==> config.mk <==
export PLATFORM = sky130hd
export DESIGN_NAME = uart_rx_deserializer
export DESIGN_NICKNAME = d
export VERILOG_FILES = /design/src/rtl/uart_rx_deserializer.sv
export SDC_FILE = /design/constraint.sdc
export NUM_CORES = 1
export LEC_CHECK = 0
export CAP_MARGIN = 20
export CORE_ASPECT_RATIO = 1.5
export CORE_MARGIN = 2
export CORE_UTILIZATION = 50
export DETAILED_ROUTE_END_ITERATION = 6
export PLACE_DENSITY = 0.68
export SLEW_MARGIN = 20
export SYNTH_ARGS = -nofsm -noshare
export SYNTH_HDL_FRONTEND = slang
export SYNTH_SLANG_ARGS = --single-unit
==> constraint.sdc <==
create_clock -name clk -period 3.37 [get_ports clk]
set_clock_uncertainty 0.05 [all_clocks]
set_input_delay 0.337 -clock clk [delete_from_list [all_inputs] [get_ports clk]]
set_output_delay 0.337 -clock clk [all_outputs]
set_load 0.01 [all_outputs]
==> src/rtl/uart_rx_deserializer.sv <==
// rtl/uart_rx_deserializer.sv - UART receive deserializer, 8N1 with optional parity (UART_RX_PARITY_EN)
// Synchronises the pin, finds start bits, samples at mid-bit and strobes each received byte.
module uart_rx_deserializer #(
   parameter int CLOCK_SCALE_BITS = 16
) (
   input  logic                        clk,
   input  logic                        rst,
   input  logic                        enable,
   input  logic [CLOCK_SCALE_BITS-1:0] cyclesPerBit,
   input  logic                        parityEnable,
   input  logic                        parityOdd,
   input  logic                        uart_rx,
   output logic [7:0]                  dataOut,
   output logic                        dataValid,
   output logic                        frameError,
   output logic                        parityError,
   output logic                        busy
);
   localparam logic [CLOCK_SCALE_BITS-1:0] ONE   = 1;
   localparam logic [CLOCK_SCALE_BITS-1:0] MIN_P = 4;

   typedef enum logic [2:0] {
      S_IDLE   = 3'd0,
      S_START  = 3'd1,
      S_DATA   = 3'd2,
`ifdef UART_RX_PARITY_EN
      S_PARITY = 3'd3,
`endif
      S_STOP   = 3'd4,
      S_BREAK  = 3'd5
   } state_t;

   state_t                      state_q, state_d;
   logic [CLOCK_SCALE_BITS-1:0] cnt_q, cnt_d, period_q, period_d, p_eff;
   logic [2:0]                  bit_q, bit_d;
   logic [7:0]                  shift_q, shift_d, dout_q, dout_d;
   logic                        valid_q, valid_d, ferr_q, ferr_d;
   logic                        rx_meta_q, rx_sync_q, rx_prev_q;
   logic                        fall, tick, parity_active;

`ifdef UART_RX_PARITY_EN
   logic pbad_q, pbad_d, perr_q, perr_d;
   assign parity_active = parityEnable;
`else
   logic unused_parity;
   assign unused_parity = parityEnable ^ parityOdd;
   assign parity_active = 1'b0;
`endif

   assign p_eff = (cyclesPerBit < MIN_P) ? MIN_P : cyclesPerBit;
   // Previous synced value lets a start edge right after the stop sample still be seen in IDLE.
   assign fall  = rx_prev_q & ~rx_sync_q;
   assign tick  = (cnt_q == '0);

   always_ff @(posedge clk or posedge rst) begin
      if (rst) begin
         rx_meta_q <= 1'b1;
         rx_sync_q <= 1'b1;
         rx_prev_q <= 1'b1;
         state_q   <= S_IDLE;
         cnt_q     <= '0;
         period_q  <= MIN_P;
         bit_q     <= '0;
         shift_q   <= '0;
         dout_q    <= '0;
         valid_q   <= 1'b0;
         ferr_q    <= 1'b0;
`ifdef UART_RX_PARITY_EN
         pbad_q    <= 1'b0;
         perr_q    <= 1'b0;
`endif
      end else begin
         rx_meta_q <= uart_rx;
         rx_sync_q <= rx_meta_q;
         rx_prev_q <= rx_sync_q;
         state_q   <= state_d;
         cnt_q     <= cnt_d;
         period_q  <= period_d;
         bit_q     <= bit_d;
         shift_q   <= shift_d;
         dout_q    <= dout_d;
         valid_q   <= valid_d;
         ferr_q    <= ferr_d;
`ifdef UART_RX_PARITY_EN
         pbad_q    <= pbad_d;
         perr_q    <= perr_d;
`endif
      end
   end

   always_comb begin
      state_d  = state_q;
      cnt_d    = cnt_q;
      period_d = period_q;
      bit_d    = bit_q;
      shift_d  = shift_q;
      dout_d   = dout_q;
      valid_d  = 1'b0;
      ferr_d   = 1'b0;
`ifdef UART_RX_PARITY_EN
      pbad_d   = pbad_q;
      perr_d   = 1'b0;
`endif
      if (!enable) begin
         state_d = S_IDLE;
      end else begin
         case (state_q)
            S_IDLE: begin
               if (fall) begin
                  period_d = p_eff;
                  cnt_d    = (p_eff >> 1) - ONE;
                  state_d  = S_START;
`ifdef UART_RX_PARITY_EN
                  pbad_d   = 1'b0;
`endif
               end
            end
            S_START: begin
               if (!tick) begin
                  cnt_d = cnt_q - ONE;
               end else if (!rx_sync_q) begin
                  cnt_d   = period_q - ONE;
                  bit_d   = 3'd0;
                  state_d = S_DATA;
               end else begin
                  state_d = S_IDLE;
               end
            end
            S_DATA: begin
               if (!tick) begin
                  cnt_d = cnt_q - ONE;
               end else begin
                  shift_d = {rx_sync_q, shift_q[7:1]};
                  cnt_d   = period_q - ONE;
                  if (bit_q == 3'd7) begin
`ifdef UART_RX_PARITY_EN
                     state_d = parity_active ? S_PARITY : S_STOP;
`else
                     state_d = S_STOP;
`endif
                  end else begin
                     bit_d = bit_q + 3'd1;
                  end
               end
            end
`ifdef UART_RX_PARITY_EN
            S_PARITY: begin
               if (!tick) begin
                  cnt_d = cnt_q - ONE;
               end else begin
                  pbad_d  = rx_sync_q != ((^shift_q) ^ parityOdd);
                  cnt_d   = period_q - ONE;
                  state_d = S_STOP;
               end
            end
`endif
            S_STOP: begin
               if (!tick) begin
                  cnt_d = cnt_q - ONE;
               end else begin
`ifdef UART_RX_PARITY_EN
                  perr_d = pbad_q;
`endif
                  if (rx_sync_q) begin
                     dout_d  = shift_q;
                     valid_d = 1'b1;
                     state_d = S_IDLE;
                  end else begin
                     ferr_d  = 1'b1;
                     state_d = S_BREAK;
                  end
               end
            end
            S_BREAK: begin
               if (rx_sync_q) state_d = S_IDLE;
            end
            default: state_d = S_IDLE;
         endcase
      end
   end

   assign dataOut    = dout_q;
   assign dataValid  = valid_q;
   assign frameError = ferr_q;
`ifdef UART_RX_PARITY_EN
   assign parityError = perr_q;
`else
   assign parityError = 1'b0;
`endif
   assign busy = (state_q != S_IDLE);

endmodule
==> results of run 1 <==
worst reg2reg max path: stages, from the launching register on:
cell and delay, ps:
dfrtp_1 420, inv_1 130, ha_1 270, nand3b_1 260, nor3_2 640, a21o_1 440, buf_4 250, or3_1 120
nand3_1 90
final timing paths:
| path | startpoint | to | slack (ps) | cells past startpoint |
|---|---|---|---|---|
| min reg2reg | rx_meta_q$_DFF_PP1_ | rx_sync_q$_DFF_PP1_ | 310 | 0 |
| min in group clk | rx_meta_q$_DFF_PP1_ | rx_sync_q$_DFF_PP1_ | 310 | 0 |
| max reg2reg | cnt_q[0]$_DFFE_PP0P_ | cnt_q[11]$_DFFE_PP0P_ | 580 | 8 |
| max | cyclesPerBit[13] | cnt_q[14]$_DFFE_PP0P_ | 240 | 12 |
| min | rst | period_q[0]$_DFFE_PP0P_ | 210 | 2 |
| max in group asynchronous | rst | cnt_q[14]$_DFFE_PP0P_ | 2420 | 3 |
flip-flops by register name (all words and copies together) (netlist names):
| name | cells |
|---|---|
| bit_q | 3 |
| cnt_q | 16 |
| dataOut | 8 |
| dataValid | 1 |
| frameError | 1 |
| period_q | 16 |
| rx_meta_q | 1 |
| rx_prev_q | 1 |
| rx_sync_q | 1 |
| shift_q | 8 |
| state_q | 3 |
per-layer routing:
metal	part of all wire [%]	wire length, um	GRT usage (%)
met1	43	3890	31.3
met2	51	4650	42.0
met3	3.2	296	4.01
met4	3.3	304	13.9
met5	0	0	0
layout make-up:
class | instances | share of cell area [%]
clock inverter | 5 | 1.75
tap | 80 | 2.25
timing repair buffer | 67 | 13.0
sequential | 59 | 33.4
multi-input combinational | 323 | 46.0
inverter | 8 | 0.676
clock buffer | 11 | 2.96
where the power goes:
part	leakage, uW	switching, uW	total, uW	internal (uW)
sequential	0.000745	116	917	801
combinational	0.00103	250	479	229
clock	0.000103	290	704	414
total	0.00187	656	2100	1440
per-stage QoR:
step	instance area, um2	std cells
detailed placement	4220	537
global route	4440	553
global placement	4220	537
floorplan	3630	411
finish	4440	553
CTS	4430	553
layout by cell type, fill, tap and decap left out, types with 7 or more instances in the layout:
| master | count |
|---|---|
| a21oi_1 | 16 |
| mux2_2 | 23 |
| nor4_1 | 12 |
| nor2_1 | 39 |
| nand3_1 | 10 |
| nand2_1 | 55 |
| clkbuf_8 | 9 |
| nor3_1 | 15 |
| or3_1 | 10 |
| o21ai_0 | 28 |
| buf_4 | 37 |
| clkdlybuf4s50_1 | 30 |
| xnor2_1 | 18 |
| dfrtp_1 | 55 |
| xor2_1 | 8 |
| inv_1 | 7 |
cell families (layout without fill, tap and decap cells):
group,after synthesis,in the layout
compound gates,81,81
xor+xnor,26,26
fa+ha+maj,6,6
buf+inv,29,91
flops,59,59
mux,27,27
other cells,1,1
simple gates,182,182
repair_timing:
item,CTS,global route
resized for setup,0,1
hold buffers,0,0
endpoints found under the setup margin,0,1
==> summary.txt, run 1 <==
Worst setup path
  • Worst path bufs/invs: 1
  • Cells along the critical path: clkdlybuf4s50_1 -> or4_1 -> nor2_1 -> nand2_1 -> nand2_1 -> ha_1 -> or4b_2 -> nor4_2 -> xnor2_1 -> nor2_1 -> a211oi_1 -> o21ai_0
  • CP delay by family, top: simple AND/OR/NAND/NOR gates
  • CP Class: input pin to flip-flop
  • Slowest CP cell: or4b_2
  • Critical Path AT: 3300 ps
  • Slowest Stage Delay on Critical Path: 680 ps
  • Worst EP required: 3540 ps
  • Crit Path Max Fanout: 5
  • Crit path launch type: input pin
  • Crit path capture type: flip-flop

Worst hold path
  • Hold WC Path Type: input pin to async pin

Logic synthesis
  • Syn_nets: 439
  • Largest family of logic cells by synthesized area: simple AND/OR/NAND/NOR gates
  • Seq/Total Area, Yosys: 40.8%
  • Count of state elements after synthesis: 59
  • Synthesized instance count: 411
  • Asr flop ratio synth: 100%
  • Yosys warning total: 0
  • Adder-cell share of the synthesized area: 2.07%
  • Post-synth top cells: dfrtp_1, nand2_1, nor2_1
  • Post-Synth XOR/XNOR Area: 6.27%
  • Cell taking the most area after synthesis: dfrtp_1
  • Avg Synthesized Cell Area: 8.84 um2
  • Distinct cell type count after synthesis: 57
  • Simple-Gate Fraction of Synth Area: 25.5%
  • Post-Synthesis Cell Area: 3630 um2
  • Post-synth top area share: 37.9%
  • Synth Area in Compound Gates: 13.8%
  • Mux cell area share after synthesis: 8.23%
  • Number of synthesized flops with an enable pin: 0
  • Synth top area cells: dfrtp_1, mux2_2, nand2_1, xnor2_1, nor2_1
  • Synth Flop Type: dfrtp_1

GRT
  • Maximum number of pins on one net before global-route repair: 25
  • Total congestion overflow: 0
  • Global-route wire length before repair: 15.7 mm
  • Total GRT Usage: 25.5%
  • Vias in the first global route: 3159
  • Antenna violations before repair: 0

Place
  • Post-DP HPWL: 7.00 mm
  • Port bufs: 30
  • Post-Place Worst Slack: -179 ps
  • GP Congestion: 0.866

Floorplan
  • Core Box Area: 7130 um2
  • Area of the die: 7980 um2
  • Die X: 73.6 um
  • Starting density of the core: 50.9%
  • Die Ht: 108 um
  • I/O pin cnt: 34
  • Row cnt: 38

Detailed routing
  • Avg WL per Cell: 16.5 um
  • Final ANT Viol Nets: 0
  • Via count of the routed design: 3239
  • TritonRoute pass-1 iters: 4
  • Routed vias/inst: 5.86
  • WL final: 9.14 mm
  • Initial drt markers: 241
  • DRC viols: 0

Power and ir drop
  • Pwr dens: 473 nW/um2
  • Tot Pwr: 2100 uW
  • Lkg Pwr: 0.00187 uW
  • Worst VDD drop: 361 uV

Clock network
  • Cts bufs inserted: 9
  • Htree depth: 3
  • Root Buffer: clkbuf_8
  • Setup repair bufs after CTS: 0
  • Clk sinks: 59
  • Reg clk slew, reported paths: 70 ps
  • Worst-Skew Late Latency: 350 ps
  • Maximum buffer depth of the clock tree: 2
  • TritonCTS clock tree: built

STA
  • Period minus WS final: 3130 ps
  • Final hold slack: 210 ps
  • Worst slew pin tran: 685 ps
  • FMAX: 319 MHz
  • Final Cycle Share: 92.9%
  • # setup viols final: 0
  • RSZ-0062 raised after global routing: no
  • Final slew viol count: 0
  • Fin. Hold Viols: 0
  • Slew HR: 54.1%
  • Setup ws final: 240 ps
  • Setup TNS: 0 ps

Layout
  • Fin nets: 496
  • Multi-input gate area: 2040 um2
  • Antenna cells: 0
  • Register area: 1480 um2
  • Share of layout cells above drive strength 1: 19.5%
  • Filler cells: 619
  • Area delta synth->final: 22.3%
  • Layout Utilization: 62.3%

Run status
  • Outcome: completed

Flow run
  • Maxcap violations: 0
(Power assumes the default switching activity.)
==> run 2, diff against run 1 <==
Settings changed: TNS_END_PERCENT set to 30.
Clock period 3.37 ns to 3.5 ns, I/O delays scaled along.
==> run 2 against run 1 <==
  * Worst hold slack improved by 100 ps
  * Flip-flop and latch count unchanged
  * Total power decreased by 6.4%
  * Sequential power decreased by 3.5%
  * Register-to-register slack improved by 270 ps
  * Highest routed layer unchanged
  * Largest cell class unchanged
  * Via count increased by 0.62%
==> summary.txt, run 2 (synthesis results as in run 1) <==
Place
  • Post-DP HPWL: 6.92 mm (-1.1%)
  • GP Congestion: 0.848 (-2.0%)
  • Placed Cells: 533 (-0.74%)
  • Port bufs: 30 (unchanged)
  • Post-place instance area: 4190 um2 (-0.71%)

GRT
  • Met3 usage: 6.52% (+2.5 points)
  • Grt peak-use layer: met2
  • Total GRT Usage: 25.0% (-0.50 points)
  • Vias in the first global route: 3105 (-1.7%)
  • Global-route wire length before repair: 15.1 mm (-3.8%)
  • Total congestion overflow: 0 (unchanged)
  • Met1 GRT Util: 29.8% (-1.5 points)
  • Antenna violations before repair: 0 (unchanged)
  • Maximum number of pins on one net before global-route repair: 60 (+140%)
  • Global routing usage on met2: 41.7% (-0.32 points)

Detailed routing
  • Avg WL per Cell: 16.9 um (+2.2%)
  • DRC viols: 0 (unchanged)
  • Final ANT Viol Nets: 0 (unchanged)
  • TritonRoute pass-1 iters: 4 (unchanged)
  • Initial drt markers: 253 (+5.0%)
  • Via count of the routed design: 3259 (+0.62%)
  • Routed vias/inst: 5.94 (+1.4%)
  • WL final: 9.27 mm (+1.5%)

Worst setup path
  • Critical Path AT: 3380 ps (+80 ps)
  • Worst EP required: 3680 ps (+140 ps)
  • Slowest Stage Delay on Critical Path: 670 ps (about the same)
  • Crit path launch type: input pin
  • Cells along the critical path: clkdlybuf4s50_1 -> or4_1 -> nor2_1 -> nand2_1 -> nand2_1 -> ha_1 -> or4b_2 -> nor4_1 -> xnor2_1 -> nor2_1 -> a211oi_1 -> o21ai_0
  • Internal reg-to-reg setup slack: 850 ps (+270 ps)
  • Crit path capture type: flip-flop
  • Slowest CP cell: or4b_2
  • CP Class: input pin to flip-flop
  • Crit Path Max Fanout: 5 (unchanged)

Floorplan
  • Die X: 73.6 um (unchanged)
  • Starting density of the core: 50.9% (unchanged)
  • Area of the die: 7980 um2 (unchanged)
  • Core Box Area: 7130 um2 (unchanged)
  • Die Ht: 108 um (unchanged)
  • Row cnt: 38 (unchanged)
  • I/O pin cnt: 34 (unchanged)

Layout
  • Largest registers: cnt_q (16), period_q (16)
  • Final non-filler cell total: 549 (-0.72%)
  • Share of layout cells above drive strength 1: 18.8% (-0.69 points)
  • Filler cells: 623 (+0.65%)
  • Fin nets: 492 (-0.81%)
  • Most frequent cells in the layout: nand2_1, dfrtp_1, nor2_1
  • Area delta synth->final: 20.8%
  • Antenna cells: 0 (unchanged)
  • Final instance area: 4390 um2 (-1.2%)

Flow run
  • Maxcap violations: 0 (unchanged)

Power and ir drop
  • Sequential share of power: 45.0% (+1.3 points)
  • Sw frac: 32.3% (+1.0 points)
  • Lkg Pwr: 0.00185 uW (-1.2%)
  • Logic pwr share: 23.3% (+0.5 points)
  • Clock share of power: 31.7% (-1.8 points)
  • Tot Pwr: 1960 uW (-6.4%)
  • Pwr dens: 448 nW/um2 (-5.4%)
  • Internal power: 1330 uW (-7.9%)
  • Psw: 634 uW (-3.3%)
  • Worst VDD drop: 287 uV (-21%)

STA
  • FMAX: 313 MHz
  • Final slew viol count: 0 (unchanged)
  • Worst slew pin tran: 763 ps (+77.3 ps)
  • Final Cycle Share: 91.3%
  • Slew HR: 48.7% (-5.4 points)
  • RSZ-0062 raised after global routing: no
  • Fin. Hold Viols: 0 (unchanged)
  • Period minus WS final: 3190 ps
  • # setup viols final: 0 (unchanged)

Clock network
  • TritonCTS clock tree: built
  • Htree depth: 3 (unchanged)
  • Clk sinks: 59 (unchanged)
  • Setup repair bufs after CTS: 0 (unchanged)
  • Root Buffer: clkbuf_8
  • Cts bufs inserted: 9 (unchanged)
  • Cts hold-fix bufs: 0 (unchanged)
  • Post-CTS sizing: 0 (unchanged)
  • Worst-Skew Late Latency: 350 ps (about the same)
  • Maximum buffer depth of the clock tree: 2 (unchanged)
  • Reg clk slew, reported paths: 70 ps (about the same)

Run status
  • Outcome: completed

Worst hold path
  • Hold WC Path Type: flip-flop to flip-flop
-- run 2: power groups by stage --
stage                     Clock, uW  Sequential (uW)  Combinational (uW)
after CTS                       635              881                 454
after floorplan                   0              854                 328
after global placement            0              887                 444
after global routing            667              897                 502
after detailed placement          0              894                 450
final                           623              885                 457
-- run 2: metal layers --
metal	vias to the layer above	part of all wire, %
met5	-	0
met4	0	3.3
met3	23	3.4
met2	78	51
met1	1565	42
li1	1593	-
-- run 2: path summary, 6_finish.rpt --
check	from	to	cells past startpoint
max	cyclesPerBit[12]	cnt_q[14]$_DFFE_PP0P_	12
min	rx_meta_q$_DFF_PP1_	rx_sync_q$_DFF_PP1_	0
max reg2reg	cnt_q[0]$_DFFE_PP0P_	cnt_q[3]$_DFFE_PP0P_	8
min reg2reg	rx_meta_q$_DFF_PP1_	rx_sync_q$_DFF_PP1_	0
max in group asynchronous	rst	shift_q[0]$_DFFE_PP0P_	3
min in group asynchronous	rst	period_q[0]$_DFFE_PP0P_	3
-- run 2: stage by stage --
stage / hold slack [ps] / utilization (%) / TNS [ps] / setup WS [ps]
after floorplan: 295 / - / 0 / 420
after global placement: 297 / 58.8 / -49.6 / -49.6
after detailed placement: 303 / 58.8 / -75.7 / -75.7
after CTS: 313 / 61.5 / 0 / 303
after global routing: 317 / 61.5 / 0 / 96.0
final: 309 / 61.5 / 0 / 305
-- run 2: area by class of cell --
class | instances | area [um2] | share of cell area [%]
clock inverter | 5 | 52.6 | 1.20
inverter | 8 | 30.0 | 0.684
tap | 80 | 100 | 2.28
clock buffer | 11 | 141 | 3.22
sequential | 59 | 1480 | 33.8
timing repair buffer | 63 | 548 | 12.5
multi-input combinational | 323 | 2040 | 46.4
-- run 2: critical path: cells and delay by family --
kind | cells | cell delay (ps)
AND/OR/NAND/NOR | 7 | 2020
buffers and inverters | 1 | 430
AO/OA/AOI/OAI | 2 | 240
XOR/XNOR | 1 | 170
adder cells (fa/ha/maj) | 1 | 160
